<file path="config.mk">
export PLATFORM = sky130hd
export DESIGN_NAME = countdown_ctrl_flat
export DESIGN_NICKNAME = d
export VERILOG_FILES = /design/src/rtl/countdown_pkg.sv /design/src/rtl/countdown_ctrl_if.sv /design/src/rtl/countdown_ctrl_btn_debounce.sv /design/src/rtl/countdown_ctrl.sv /design/src/flat_wrapper.sv
export SDC_FILE = /design/constraint.sdc
export NUM_CORES = 1
export LEC_CHECK = 0
export CAP_MARGIN = 30
export CORE_ASPECT_RATIO = 1.2
export CORE_UTILIZATION = 59
export CTS_CLUSTER_DIAMETER = 200
export CTS_CLUSTER_SIZE = 40
export DETAILED_ROUTE_END_ITERATION = 8
export PLACE_DENSITY = 0.81
export SYNTH_ARGS = -nofsm -noshare
export SYNTH_HDL_FRONTEND = slang
export SYNTH_HIERARCHICAL = 1
export SYNTH_SLANG_ARGS = --single-unit
</file>
<file path="constraint.sdc">
create_clock -name clk -period 2.2 [get_ports clk]
set_clock_uncertainty 0.1 [all_clocks]
set_input_delay 0.44 -clock clk [delete_from_list [all_inputs] [get_ports clk]]
set_output_delay 0.44 -clock clk [all_outputs]
set_load 0.02 [all_outputs]
</file>
<file path="src/rtl/countdown_pkg.sv">
// Shared definitions for the countdown control stage: FSM encodings,
// preset limits and the default debounce length.
package countdown_pkg;

  typedef enum logic [1:0] {
    ST_SETUP   = 2'd0,
    ST_RUN     = 2'd1,
    ST_EXPIRED = 2'd2
  } state_e;

  localparam int MAX_SEC             = 9;
  localparam int DEBOUNCE_CYCLES_DEF = 250000;

  // Next preset value, wrapping MAX_SEC back to 0 so the value stays BCD-safe.
  function automatic logic [3:0] next_preset(input logic [3:0] cur);
    if (cur >= 4'(MAX_SEC)) begin
      return 4'd0;
    end
    return cur + 4'd1;
  endfunction

endpackage

</file>
<file path="src/rtl/countdown_ctrl_if.sv">
// Link between the control stage and the countdown Timer.
interface countdown_ctrl_if;

  logic [3:0] cur_sec;
  logic       zero;
  logic       set;
  logic [3:0] new_sec;

  // Control side: drives load/preset, watches the countdown.
  modport master (
    output set,
    output new_sec,
    input  cur_sec,
    input  zero
  );

  // Timer side.
  modport slave (
    input  set,
    input  new_sec,
    output cur_sec,
    output zero
  );

endinterface

</file>
<file path="src/rtl/countdown_ctrl_btn_debounce.sv">
// One pushbutton: 2-FF synchronizer, stability counter, and a registered
// rising-edge detector producing a single press pulse per accepted press.
module btn_debounce
  import countdown_pkg::*;
#(
  parameter int DEBOUNCE_CYCLES = DEBOUNCE_CYCLES_DEF
) (
  input  logic clk,
  input  logic rst,
  input  logic btn_raw,
  output logic press
);

  localparam int CW = (DEBOUNCE_CYCLES > 1) ? $clog2(DEBOUNCE_CYCLES + 1) : 1;

  logic          sync1_q, sync2_q;
  logic          level_q, level_d;
  logic          level_dly_q;
  logic [CW-1:0] cnt_q, cnt_d;
  logic          press_q;

  // Bring the asynchronous button into the clock domain.
  always_ff @(posedge clk) begin
    if (rst) begin
      sync1_q <= 1'b0;
      sync2_q <= 1'b0;
    end else begin
      sync1_q <= btn_raw;
      sync2_q <= sync1_q;
    end
  end

  // Accept a new level only after DEBOUNCE_CYCLES consecutive differing samples.
  always_comb begin
    level_d = level_q;
    cnt_d   = '0;
    if (sync2_q != level_q) begin
      if (cnt_q == CW'(DEBOUNCE_CYCLES - 1)) begin
        level_d = sync2_q;
      end else begin
        cnt_d = cnt_q + 1'b1;
      end
    end
  end

  // Debounce state and one-cycle press pulse on an accepted 0->1 change.
  always_ff @(posedge clk) begin
    if (rst) begin
      level_q     <= 1'b0;
      level_dly_q <= 1'b0;
      cnt_q       <= '0;
      press_q     <= 1'b0;
    end else begin
      level_q     <= level_d;
      level_dly_q <= level_q;
      cnt_q       <= cnt_d;
      press_q     <= level_q & ~level_dly_q;
    end
  end

  assign press = press_q;

endmodule

</file>
<file path="src/rtl/countdown_ctrl.sv">
// Countdown control: debounced buttons, 0-9 s preset, Timer load control and
// a registered one-cycle timeout pulse on countdown expiry.
module countdown_ctrl
  import countdown_pkg::*;
#(
  parameter int DEBOUNCE_CYCLES = DEBOUNCE_CYCLES_DEF,
  parameter int DEFAULT_SEC     = 9
) (
  input  logic             clk,
  input  logic             rst,
  input  logic             btn_start,
  input  logic             btn_up,
  input  logic             btn_stop,
  countdown_ctrl_if.master tmr,
  output logic             running,
  output logic             timeout,
  output logic [1:0]       state
);

  logic   start_p, up_p, stop_p;
  state_e state_q, state_d;
  logic [3:0] preset_q, preset_d;
  logic   timeout_q, timeout_d;
  logic   expiry;

  btn_debounce #(.DEBOUNCE_CYCLES(DEBOUNCE_CYCLES)) u_db_start (
    .clk(clk), .rst(rst), .btn_raw(btn_start), .press(start_p)
  );
  btn_debounce #(.DEBOUNCE_CYCLES(DEBOUNCE_CYCLES)) u_db_up (
    .clk(clk), .rst(rst), .btn_raw(btn_up), .press(up_p)
  );
  btn_debounce #(.DEBOUNCE_CYCLES(DEBOUNCE_CYCLES)) u_db_stop (
    .clk(clk), .rst(rst), .btn_raw(btn_stop), .press(stop_p)
  );

  // Timer reached its terminal tick at second 0.
  assign expiry = tmr.zero && (tmr.cur_sec == 4'd0);

  // Next state, preset and timeout; expiry outranks stop, start outranks up.
  always_comb begin
    state_d   = state_q;
    preset_d  = preset_q;
    timeout_d = 1'b0;
    case (state_q)
      ST_SETUP: begin
        if (start_p) begin
          state_d = ST_RUN;
        end else if (up_p) begin
          preset_d = next_preset(preset_q);
        end
      end
      ST_RUN: begin
        if (expiry) begin
          state_d   = ST_EXPIRED;
          timeout_d = 1'b1;
        end else if (stop_p) begin
          state_d = ST_SETUP;
        end
      end
      ST_EXPIRED: begin
        if (start_p || stop_p) begin
          state_d = ST_SETUP;
        end
      end
      default: begin
        state_d = ST_SETUP;
      end
    endcase
  end

  // State, preset and timeout registers.
  always_ff @(posedge clk) begin
    if (rst) begin
      state_q   <= ST_SETUP;
      preset_q  <= 4'(DEFAULT_SEC);
      timeout_q <= 1'b0;
    end else begin
      state_q   <= state_d;
      preset_q  <= preset_d;
      timeout_q <= timeout_d;
    end
  end

  // Outputs decoded straight from registers.
  assign tmr.set     = (state_q == ST_SETUP);
  assign tmr.new_sec = preset_q;
  assign running     = (state_q == ST_RUN);
  assign timeout     = timeout_q;
  assign state       = state_q;

endmodule

</file>
<file path="src/flat_wrapper.sv">
// flat-port wrapper written by rule: the top's interface ports become plain ports
module countdown_ctrl_flat import countdown_pkg::*;
#(
  parameter int DEBOUNCE_CYCLES = DEBOUNCE_CYCLES_DEF,
  parameter int DEFAULT_SEC     = 9
)
  (clk, rst, btn_start, btn_up, btn_stop, running, timeout, state, tmr_set, tmr_new_sec, tmr_cur_sec, tmr_zero);
  countdown_ctrl_if tmr_i ();
  input  logic clk;
  input  logic rst;
  input  logic btn_start;
  input  logic btn_up;
  input  logic btn_stop;
  output logic running;
  output logic timeout;
  output logic [1:0] state;
  output wire logic [$bits(tmr_i.set)-1:0] tmr_set;
  output wire logic [$bits(tmr_i.new_sec)-1:0] tmr_new_sec;
  input wire logic [$bits(tmr_i.cur_sec)-1:0] tmr_cur_sec;
  input wire logic [$bits(tmr_i.zero)-1:0] tmr_zero;
  assign tmr_set = tmr_i.set;
  assign tmr_new_sec = tmr_i.new_sec;
  assign tmr_i.cur_sec = tmr_cur_sec;
  assign tmr_i.zero = tmr_zero;
  countdown_ctrl #(.DEBOUNCE_CYCLES(DEBOUNCE_CYCLES), .DEFAULT_SEC(DEFAULT_SEC)) u_core (.clk(clk), .rst(rst), .btn_start(btn_start), .btn_up(btn_up), .btn_stop(btn_stop), .tmr(tmr_i), .running(running), .timeout(timeout), .state(state));
endmodule
</file>
Yosys cells after proc, flatten, opt, wreduce, memory -nomap -nowiden
Cells that the tools add are included.

Reduce and logical (&&, ||, !) cells: 13. Bitwise gates (word level): 11. Eq/ne operators: 11. Mux-type cells: 12. Order comparisons: 1. Add/sub/neg operators: 4.

Operators with widths (number): $add A18 B1 Y18 const B (3); $eq A18 B18 Y1 const B (3); $reduce_or A3 Y1 (3); $mux W2 (4); $mux W4 (2); $not A1 Y1 (8); $pmux W2 S3 (1); $reduce_and A2 Y1 (3); $reduce_and A3 Y1 (2); $mux W1 (5); $add A4 B1 Y4 const B (1); $ge A4 B4 Y1 const B (1); $logic_not A4 Y1 (1); $ne A2 B1 Y1 const B (2); $and A1 B1 Y1 (3); $ne A1 B1 Y1 (3); $ne A3 B1 Y1 const B (1); $eq A2 B1 Y1 const B (1); $eq A2 B2 Y1 const B (1); $logic_not A2 Y1 (1); $reduce_or A2 Y1 (1); $logic_and A1 B1 Y1 (1); $logic_or A1 B1 Y1 (1).

Bits in registers: 76. Output and inout port bits: 9.

Logic depth before layout (Yosys ltp)
Gate-level depths: netlist (run 1).

Depth after elaboration: 6. Mapped depth: 6. Depth with buffers taken out: 5.

Modules after synthesis
The synthesis (run 1) kept the hierarchy.

Modules (own cells, without submodules): btn_debounce (cells each 106, area each 989.7 µm², instances 3); countdown_ctrl (cells each 44, area each 376.6 µm², instances 1).

Worst setup path after synthesis (run 1)
Ideal clock, no wire load.

Path type: register to register. From: register u_core.state_q[0], in the netlist u_core/state[0]. To: register u_core.preset_q[2], in the netlist u_core/tmr.new_sec[2]. Arrival time: 1.641 ns. Setup time: 0.069 ns. Path slack: 0.390 ns. Stages on the path, launching flop included: 5. Data required time: 2.031 ns. Period minus slack after synthesis: 1.810 ns. Cells stage by stage: dfxtp_1 -> or4b_1 -> buf_2 -> or4b_1 -> o21ai_1.

Cells in the longest elaborated chain, start to end: 2.

RTL lines: start: declaration (line countdown_ctrl.sv:21) `state_e state_q, state_d;`; start signal: assignment (line countdown_ctrl.sv:78) `state_q <= state_d;`; $logic_not A2 Y1 (line countdown_ctrl.sv:44) `case (state_q)`; $reduce_and A3 Y1 (no line); end signal: assignment (line countdown_ctrl.sv:75) `preset_q <= 4'(DEFAULT_SEC);`; end signal: assignment (line countdown_ctrl.sv:79) `preset_q <= preset_d;`; end: declaration (line countdown_ctrl.sv:22) `logic [3:0] preset_q, preset_d;`.

No other way between the ends. A chain may end at the register's enable or synchronous reset.

Final worst setup path (run 1)
From: register u_core.state_q[0], in the netlist u_core/state[0]. To: output port running.

Cells in the longest elaborated chain, start to end: 1.

RTL lines: $eq A2 B1 Y1 (line countdown_ctrl.sv:87) `assign running = (state_q == ST_RUN);`; end: declaration (line flat_wrapper.sv:14) `output logic running;`.

No other way between the ends.

==> results of run 1 <==
[routing by layer]
layer / GRT usage, % / wire, um / share of wire [%]
met5: 0 / 0 / 0
met3: 5.76 / 256 / 4.3
met2: 34.6 / 2880 / 48
met4: 11.8 / 89 / 1.5
met1: 27.1 / 2730 / 46
[worst min-delay path by stage]
stage,end,slack (ns)
6_report,u_core/u_db_up/press$_SDFF_PP0_,0.28
5_1_grt,u_core/u_db_up/press$_SDFF_PP0_,0.30
4_1_cts,u_core/u_db_up/press$_SDFF_PP0_,0.28
3_5_place_dp,u_core/u_db_up/press$_SDFF_PP0_,0.28
3_3_place_gp,u_core/u_db_start/press$_SDFF_PP0_,0.27
2_1_floorplan,u_core/u_db_start/press$_SDFF_PP0_,0.27
[power groups by stage]
stage          clock, mW  sequential, mW  combinational (mW)
3_3_place_gp           0            1.42              0.0481
3_5_place_dp           0            1.42              0.0496
2_1_floorplan          0            1.42              0.0228
6_report            1.33            1.39              0.0495
4_1_cts             1.36            1.39              0.0499
5_1_grt             1.41            1.39              0.0545
[state kept, by name, indices dropped and copies added, names as in the netlist, 2 cells and up]
signal,cells
u_core/state,2
u_core/u_db_stop/cnt_q,18
u_core/u_db_start/cnt_q,18
u_core/u_db_up/cnt_q,18
u_core/tmr.new_sec,4
[worst max-delay path: stages (launching register included)]
cell,delay [ns]
dfxtp_2,0.40
nor2b_1,0.14
clkdlybuf4s50_1,0.60
[logic make-up after synthesis]
group	after synthesis	share of synthesized area (%)
AO/OA/AOI/OAI	19	4.97
XOR/XNOR	48	12.6
adder cells (fa/ha/maj)	6	2.24
buffers and inverters	26	3.29
flip-flops	76	45.5
multiplexers	3	0.898
AND/OR/NAND/NOR	184	30.6
[stage by stage]
stage,utilization (%),cell area (um^2),instances,power [mW]
floorplan,-,3350,362,1.44
global placement,67.1,3610,440,1.47
detailed placement,67.1,3610,440,1.47
CTS,71.9,3860,456,2.79
global route,72.0,3860,456,2.85
finish,72.0,3860,456,2.76
[layout make-up]
cell class,count,share of cell area (%)
Clock buffer,11,3.92
Sequential cell,76,39.4
Tap cell,62,2.01
Timing Repair Buffer,24,5.83
Inverter,18,1.75
Clock inverter,5,2.75
Multi-Input combinational cell,260,44.4
[placed cells by master (no fill, tap or decap), types with 2 or more instances in the layout]
master           netlist  final
bufinv_16              0      3
mux2i_1                3      3
nand2_1                6      6
nor4b_1                6      6
or3_1                  3      3
dfxtp_1               76     75
buf_4                  3      6
or4b_1                 2      2
nor2b_1                8      8
nor3_1                15     15
clkdlybuf4s50_1        0     18
nand2_2                3      3
o21ai_1                3      3
clkbuf_8               0     11
nand4_2                3      3
nand3_1               19     19
xnor2_1               45     45
nand3b_1               3      3
o31ai_4                3      3
or4_1                  3      3
o31ai_1                4      4
xor2_1                 3      3
nand4_4                3      3
nor2_1                69     69
nand4_1                9      9
nand4b_1               3      3
ha_1                   6      6
inv_1                 18     18
a21oi_1                4      4
nor4_1                20     20
nand2b_1               8      8
==> results_dict.tcl, run 1 <==
set metrics [dict create \
    outcome "finished with violations" \
    violations "DRC" \
    endpoint "running" \
    via_count 2568 \
    async_flop_share_pct 0 \
    post_cts_resized 0 \
    postCtsHoldBufs 0 \
    drc 8 \
    post_cts_buffers 0 \
    syn_inst 362 \
    endpoint_kind "output pin" \
    synth.area.top_cells "dfxtp_1 45%, xnor2_1 12%, nor2_1 7.7%" \
    worst_skew_pair.late_latency_ns 0.35 \
    grt_pass1_vias 2370 \
    synth_fp_nets 378 \
    die-area_um2 5980 \
    cts_buffers 9 \
    max_slew.worst_pin.slew_ns 0.502 \
    finalCriticalPeriod_ns 2.04 \
    synth.ff_latch_count 76 \
    clkPwrFrac_pct 48.0 \
    root_buffer "clkbuf_8" \
    fp.coreArea_um2 5370 \
    reg2reg_depth 3 \
    yosysSeqAreaShare_pct 45.5 \
    synth_most_common_cell "dfxtp_1" \
    diodes 0 \
    netlist-cell-type-count 36 \
    reg2reg_from "u_core/state[0]$_SDFFE_PP0P_" \
    antenna_found_initial 0 \
    grt_pass1_wl_um 10300 \
    p_int_mw 2.23 \
    ant_nets 0 \
    report.final.hold_viol_count 0 \
    detail_route.iter0.violations 143 \
    tritoncts "done" \
    grt_setup_unrepaired "false" \
    yosys.area.top_type "dfxtp_1" \
    fin_setup_tns_ns 0 \
    ios 19 \
    multi_input_area_um2 1710 \
    r2r-end "u_core/tmr.new_sec[2]$_SDFFE_PP0P_" \
    path_class "register to output pin" \
    synth_common_cells "76 x dfxtp_1, 69 x nor2_1, 45 x xnor2_1" \
    chipWidth_um 70.7 \
    wl_um 5950 \
    hp-class "register to register" \
    initial_core_util_pct 62.3 \
    start_kind "register" \
    vdd_ir_drop_max_uv 664 \
    yosysWarnings 6 \
    worst_slack_ns 0.163 \
    path_clk_slew_ns 0.08 \
    pre_cts_ws_ns 0.351 \
    p_comb_share_pct 1.8 \
    grt_start_max_net_pins 19 \
    dieHeight_um 84.5 \
    drtPass1Iterations 6 \
    maxCapViolCount 0 \
    r2r_setup_slack_ns 0.38 \
    grt-ovfl-total 0 \
    core.rowCount 29 \
    p_sw_uw 533 \
    wl_per_cell_um 13.1 \
    yosys_most_used_dff "dfxtp_1" \
    drive_gt1_share_pct 9.14 \
    power_density_nw_per_um2 714 \
    syn_area_per_cell_um2 9.24 \
    viasPerCell 5.63 \
    cp-startpoint "u_core/state[0]$_SDFFE_PP0P_" \
    synth_top_area_share_pct 45.5 \
    dp_hpwl_um 4040 \
    arrival_ns 1.50 \
    synth_edf_count 0 \
    fin_hold_ws_ns 0.285 \
    setup_viol 0 \
    cts_sinks 76 \
    hp-start "u_core/u_db_up/level_dly_q$_SDFF_PP0_" \
    finalCritPeriodShare_pct 92.6 \
    seqCellArea_um2 1520 \
    clockBufferDepth 2 \
    p_sw_share_pct 19.3 \
    grt_use_total_pct 21.9 \
    relSlewSlack_pct 66.3 \
    fin_nets 405 \
    port_buffers 18 \
    power_frac_seq_pct 50.2 \
    area_growth_pct 15.5 \
    place.gp.congestion 0.804 \
    holdPathStages 1 \
    worstPathRequired_ns 1.66 \
    fmax_mhz 491 \
    syn_area_um2 3350 \
    crit_path_max_fanout 9 \
    slew_violations 0 \
    p_leak_nw 1.23 \
    htreeDepth 3 \
    num-fill-cells 411 \
]
Power figures use the tool's default switching activity.
==> run 2, diff against run 1 <==
--- a/config.mk
+++ b/config.mk
@@ -7,11 +7,12 @@
 export LEC_CHECK = 0
 export CAP_MARGIN = 30
 export CORE_ASPECT_RATIO = 1.2
-export CORE_UTILIZATION = 59
+export CORE_UTILIZATION = 60
 export CTS_CLUSTER_DIAMETER = 200
 export CTS_CLUSTER_SIZE = 40
 export DETAILED_ROUTE_END_ITERATION = 8
-export PLACE_DENSITY = 0.81
+export DONT_BUFFER_PORTS = 1
+export PLACE_DENSITY = 0.78
 export SYNTH_ARGS = -nofsm -noshare
 export SYNTH_HDL_FRONTEND = slang
 export SYNTH_HIERARCHICAL = 1
==> run 2 against run 1 <==
  * The flow now finishes without violations
  * Final cell count down 4.4%
  * Global-route usage shrank 0.46 points
  * Non-clock buffer count shrank 20
  * Count of clock-buffer cells in the layout down 2
  * Worst setup slack gained 0.12 ns
==> results_dict.tcl, run 2 (same netlist as run 1, synthesis figures left out) <==
set metrics [dict create \
    hp-start "rst" \
    grt_use_total_pct 21.4 \
    drc 0 \
    dieHeight_um 83.8 \
    cpMaxStageDelayCell "o31ai_4" \
    fp.coreArea_um2 5330 \
    crit_path_max_fanout 12 \
    fin_nets 385 \
    chipWidth_um 70.2 \
    setup_viol 0 \
    path_class "register to register" \
    p_leak_nw 1.13 \
    fmax_mhz 523 \
    post_cts_buffers 0 \
    worst_slack_ns 0.286 \
    max_slew.worst_pin.slew_ns 0.490 \
    cts_buffers 9 \
    wl_per_cell_um 13.3 \
    power_density_nw_per_um2 691 \
    place.gp.congestion 0.817 \
    final_cell_mix "76 x dfxtp_1, 69 x nor2_1, 45 x xnor2_1" \
    layout_commonest_cell "dfxtp_1" \
    num-fill-cells 412 \
    core.rowCount 29 \
    htreeDepth 3 \
    finalCritPeriodShare_pct 87.0 \
    antenna_found_initial 0 \
    path_cells "nor4b_1 > nand3_1 > o31ai_4 > buf_4 > nor2_1" \
    post_cts_resized 0 \
    max_stage_delay_ns 0.42 \
    start_kind "register" \
    worst_skew_pair.late_latency_ns 0.35 \
    clockBufferDepth 2 \
    vdd_ir_drop_max_uv 456 \
    cpLargestDelayFamily "simple AND/OR/NAND/NOR gates" \
    reg.largest.list "u_core/u_db_start/cnt_q x18, u_core/u_db_stop/cnt_q x18, u_core/u_db_up/cnt_q x18" \
    tritoncts "done" \
    grt_pass1_vias 2394 \
    final_util_pct 67.8 \
    postCtsHoldBufs 0 \
    crit_buf_inv 1 \
    grt_pass1_wl_um 10100 \
    ios 19 \
    cp-startpoint "u_core/u_db_up/cnt_q[10]$_SDFF_PP0_" \
    via_count 2473 \
    cts_sinks 76 \
    detail_route.iter0.violations 127 \
    root_buffer "clkbuf_8" \
    ant_nets 0 \
    report.final.hold_viol_count 0 \
    grt_start_max_net_pins 25 \
    viasPerCell 5.67 \
    die-area_um2 5880 \
    slew_violations 0 \
    drive_gt1_share_pct 8.82 \
    dp_hpwl_um 3890 \
    pre_cts_ws_ns 0.288 \
    fin_setup_tns_ns 0 \
    maxCapViolCount 0 \
    diodes 0 \
    wl_um 5780 \
    grt_setup_unrepaired "false" \
    outcome "finished, final reports clean" \
    arrival_ns 2.05 \
    port_buffers 0 \
    finalCriticalPeriod_ns 1.91 \
    grt-ovfl-total 0 \
    area_growth_pct 8.12 \
    endpoint_kind "register" \
    relSlewSlack_pct 67.0 \
    worstPathRequired_ns 2.34 \
    hp-class "input pin to register" \
    path_clk_slew_ns 0.08 \
    drtPass1Iterations 5 \
    reg2reg_from "u_core/u_db_up/cnt_q[10]$_SDFF_PP0_" \
    initial_core_util_pct 62.7 \
]
## run 2: final cells by class
class                   instances  area, um^2  share of cell area [%]
multi-input cells             260        1710                    47.4
repair buffers                  4        30.0                   0.830
flip-flops and latches         76        1520                    42.1
clock buffers                   9         124                    3.42
inverters                      18        67.6                    1.87
well taps                      62        77.6                    2.14
clock inverters                 7        82.6                    2.28
## run 2: path summary, 6_finish.rpt
check	endpoint	depth (start not counted)	slack (ns)
setup / recovery	u_core/u_db_up/cnt_q[6]$_SDFF_PP0_	5	0.29
hold / removal	u_core/u_db_up/sync1_q$_SDFF_PP0_	1	0.06
setup reg to reg	u_core/u_db_up/cnt_q[6]$_SDFF_PP0_	5	0.29
hold reg to reg	u_core/u_db_up/press$_SDFF_PP0_	1	0.29
## run 2: worst register-to-register path, stage by stage, from the launching register on
cell and delay, ns:
dfxtp_1 0.37, nor4b_1 0.38, nand3_1 0.21, o31ai_4 0.42
buf_4 0.26, nor2_1 0.07
## run 2: routing by layer
layer / track usage [%] / vias up / share of wire [%]
li1: - / 1270 / -
met4: 13.5 / 0 / 1.2
met3: 3.74 / 6 / 2.5
met2: 35.3 / 35 / 49
met1: 25.6 / 1162 / 47
met5: 0 / - / 0
## run 2: where the power goes
part           switching, mW  total (mW)  leakage (nW)  internal, mW
Clock                  0.548        1.09        0.0984         0.541
Sequential           0.00450        1.39         0.613          1.38
Combinational         0.0130      0.0247         0.413        0.0117
Total                  0.566        2.50          1.13          1.93
## run 2: metrics by stage
step | instance area (um^2) | std cells | power (mW) | hold WS [ns]
finish | 3620 | 436 | 2.50 | 0.0604
global route | 3620 | 436 | 2.58 | 0.0456
CTS | 3620 | 436 | 2.53 | 0.0383
detailed placement | 3410 | 420 | 1.44 | 0.280
global placement | 3410 | 420 | 1.44 | 0.272
floorplan | 3350 | 362 | 1.44 | 0.268
==> run 3, diff against run 2 <==
--- a/config.mk
+++ b/config.mk
@@ -6,7 +6,6 @@
 export NUM_CORES = 1
 export LEC_CHECK = 0
 export CAP_MARGIN = 30
-export CORE_ASPECT_RATIO = 1.2
 export CORE_UTILIZATION = 60
 export CTS_CLUSTER_DIAMETER = 200
 export CTS_CLUSTER_SIZE = 40
@@ -17,3 +16,4 @@
 export SYNTH_HDL_FRONTEND = slang
 export SYNTH_HIERARCHICAL = 1
 export SYNTH_SLANG_ARGS = --single-unit
+export TNS_END_PERCENT = 20
==> run 3 against run 2 <==
  * Sequential power about the same
  * Critical endpoint is now u_core/u_db_up/cnt_q[9]$_SDFF_PP0_
  * First-iteration DRC count is 18% lower
  * Maximum frequency grew 3.9%
  * Count of clock-buffer cells in the layout rose by 1
  * Highest routed layer unchanged
  * Worst setup slack improved by 0.072 ns
  * Utilization grew 1.6 points
==> results_dict.tcl, run 3 (same netlist as run 1, synthesis figures left out) <==
set metrics [dict create \
    outcome "finished, final reports clean" \
    finalCriticalPeriod_ns 1.84 \
    ant_nets 0 \
    max_slew.worst_pin.slew_ns 0.487 \
    drc 0 \
    setup_viol 0 \
    fp.coreArea_um2 5240 \
    post_cts_resized 0 \
    tritoncts "done" \
    multi_input_area_um2 1710 \
    report.final.hold_viol_count 0 \
    grt_start_max_net_pins 25 \
    fmax_mhz 543 \
    post_cts_buffers 0 \
    via_count 2490 \
    core.rowCount 26 \
    grt_pass1_wl_um 10400 \
    final_cell_mix "76 x dfxtp_1, 69 x nor2_1, 45 x xnor2_1" \
    root_buffer "clkbuf_8" \
    clockBufferDepth 2 \
    grt_use_total_pct 22.1 \
    fin_setup_tns_ns 0 \
    worstPathRequired_ns 2.34 \
    maxCapViolCount 0 \
    chipWidth_um 76.7 \
    grt-ovfl-total 0 \
    hp-start "rst" \
    dieHeight_um 76.7 \
    htreeDepth 3 \
    arrival_ns 1.98 \
    worst_slack_ns 0.359 \
    hp-class "input pin to register" \
    finalCritPeriodShare_pct 83.7 \
    p_leak_nw 1.14 \
    reg.largest.list "u_core/u_db_start/cnt_q x18, u_core/u_db_stop/cnt_q x18, u_core/u_db_up/cnt_q x18" \
    min_to "u_core/u_db_up/sync2_q$_SDFF_PP0_" \
    endpoint_kind "register" \
    initial_core_util_pct 63.9 \
    fin_nets 388 \
    holdPathStages 1 \
    num-fill-cells 436 \
    path_class "register to register" \
    r2r-end "u_core/u_db_up/cnt_q[9]$_SDFF_PP0_" \
    postCtsHoldBufs 0 \
    seqCellArea_um2 1520 \
    antenna_found_initial 0 \
    diodes 0 \
    place.gp.congestion 0.835 \
    reg2reg_from "u_core/u_db_up/cnt_q[10]$_SDFF_PP0_" \
    path_clk_slew_ns 0.07 \
    relSlewSlack_pct 67.1 \
    grt_setup_unrepaired "false" \
    power_density_nw_per_um2 670 \
    layout_commonest_cell "dfxtp_1" \
    ios 19 \
    wl_um 5830 \
    slew_violations 0 \
    grt_pass1_vias 2443 \
    die-area_um2 5880 \
    crit_path_max_fanout 9 \
    reg2reg_depth 5 \
    drtPass1Iterations 4 \
    port_buffers 0 \
    start_kind "register" \
    area_growth_pct 8.60 \
    r2r_setup_slack_ns 0.36 \
    drive_gt1_share_pct 9.31 \
    wl_per_cell_um 13.1 \
    power_mw 2.43 \
    detail_route.iter0.violations 104 \
    cts_buffers 9 \
    viasPerCell 5.58 \
    vdd_ir_drop_max_uv 481 \
    pre_cts_ws_ns 0.409 \
    final_util_pct 69.4 \
    dp_hpwl_um 3940 \
    worst_skew_pair.late_latency_ns 0.34 \
    cts_sinks 76 \
]
-- run 3: cell count changes in the layout (fill, tap and decap cells not counted) --
| cell | previous run | this run |
|---|---|---|
| buf_4 | 4 | 7 |
| clkinv_2 | 0 | 3 |
| inv_6 | 2 | 0 |
| clkbuf_8 | 9 | 10 |
| clkinv_4 | 1 | 0 |
| clkinvlp_4 | 2 | 1 |
| inv_8 | 1 | 0 |
-- run 3: metrics by stage --
| step | instance area [um^2] | hold slack (ns) | cells |
|---|---|---|---|
| 2_1_floorplan | 3350 | 0.268 | 362 |
| 3_3_place_gp | 3440 | 0.273 | 431 |
| 3_5_place_dp | 3440 | 0.274 | 431 |
| 4_1_cts | 3630 | 0.0439 | 446 |
| 5_1_grt | 3630 | 0.0386 | 446 |
| 6_report | 3630 | 0.0616 | 446 |
-- run 3: critical path, cell delays in order, from the launching register on --
cell and delay (ns):
dfxtp_1 0.38, nor4b_1 0.49, nand3_1 0.22, o31ai_4 0.29, buf_4 0.20, nor2_1 0.06
-- run 3: worst max path at each step --
stage                                         from                             endpoint  slack [ns]
3_5_place_dp   u_core/u_db_up/cnt_q[10]$_SDFF_PP0_  u_core/u_db_up/cnt_q[17]$_SDFF_PP0_        0.41
6_report       u_core/u_db_up/cnt_q[10]$_SDFF_PP0_   u_core/u_db_up/cnt_q[9]$_SDFF_PP0_        0.36
5_1_grt        u_core/u_db_up/cnt_q[10]$_SDFF_PP0_   u_core/u_db_up/cnt_q[9]$_SDFF_PP0_        0.27
2_1_floorplan         u_core/state[0]$_SDFFE_PP0P_   u_core/tmr.new_sec[2]$_SDFFE_PP0P_        0.39
4_1_cts        u_core/u_db_up/cnt_q[12]$_SDFF_PP0_   u_core/u_db_up/cnt_q[9]$_SDFF_PP0_        0.38
3_3_place_gp          u_core/state[0]$_SDFFE_PP0P_   u_core/tmr.new_sec[2]$_SDFFE_PP0P_        0.48
-- run 3: cell type report --
type / instances / area share [%]
clock buffer: 10 / 3.79
clock inverter: 5 / 1.45
tap: 70 / 2.41
inverter: 18 / 1.86
multi-input combinational: 260 / 47.2
sequential: 76 / 41.9
timing repair buffer: 7 / 1.45
-- run 3: power breakdown --
group / internal, mW / total [mW] / switching [mW]
clock: 0.542 / 1.02 / 0.481
sequential: 1.38 / 1.39 / 0.00424
combinational: 0.0129 / 0.0259 / 0.0130
-- run 3: routing by layer --
| metal | part of all wire (%) | wire length (um) | vias up | GRT usage (%) |
|---|---|---|---|---|
| li1 | - | - | 1270 | - |
| met1 | 47 | 2760 | 1154 | 27.2 |
| met2 | 47 | 2740 | 58 | 36.2 |
| met3 | 4.3 | 250 | 8 | 6.31 |
| met4 | 1.3 | 76 | 0 | 9.04 |
| met5 | 0 | 0 | - | 0 |
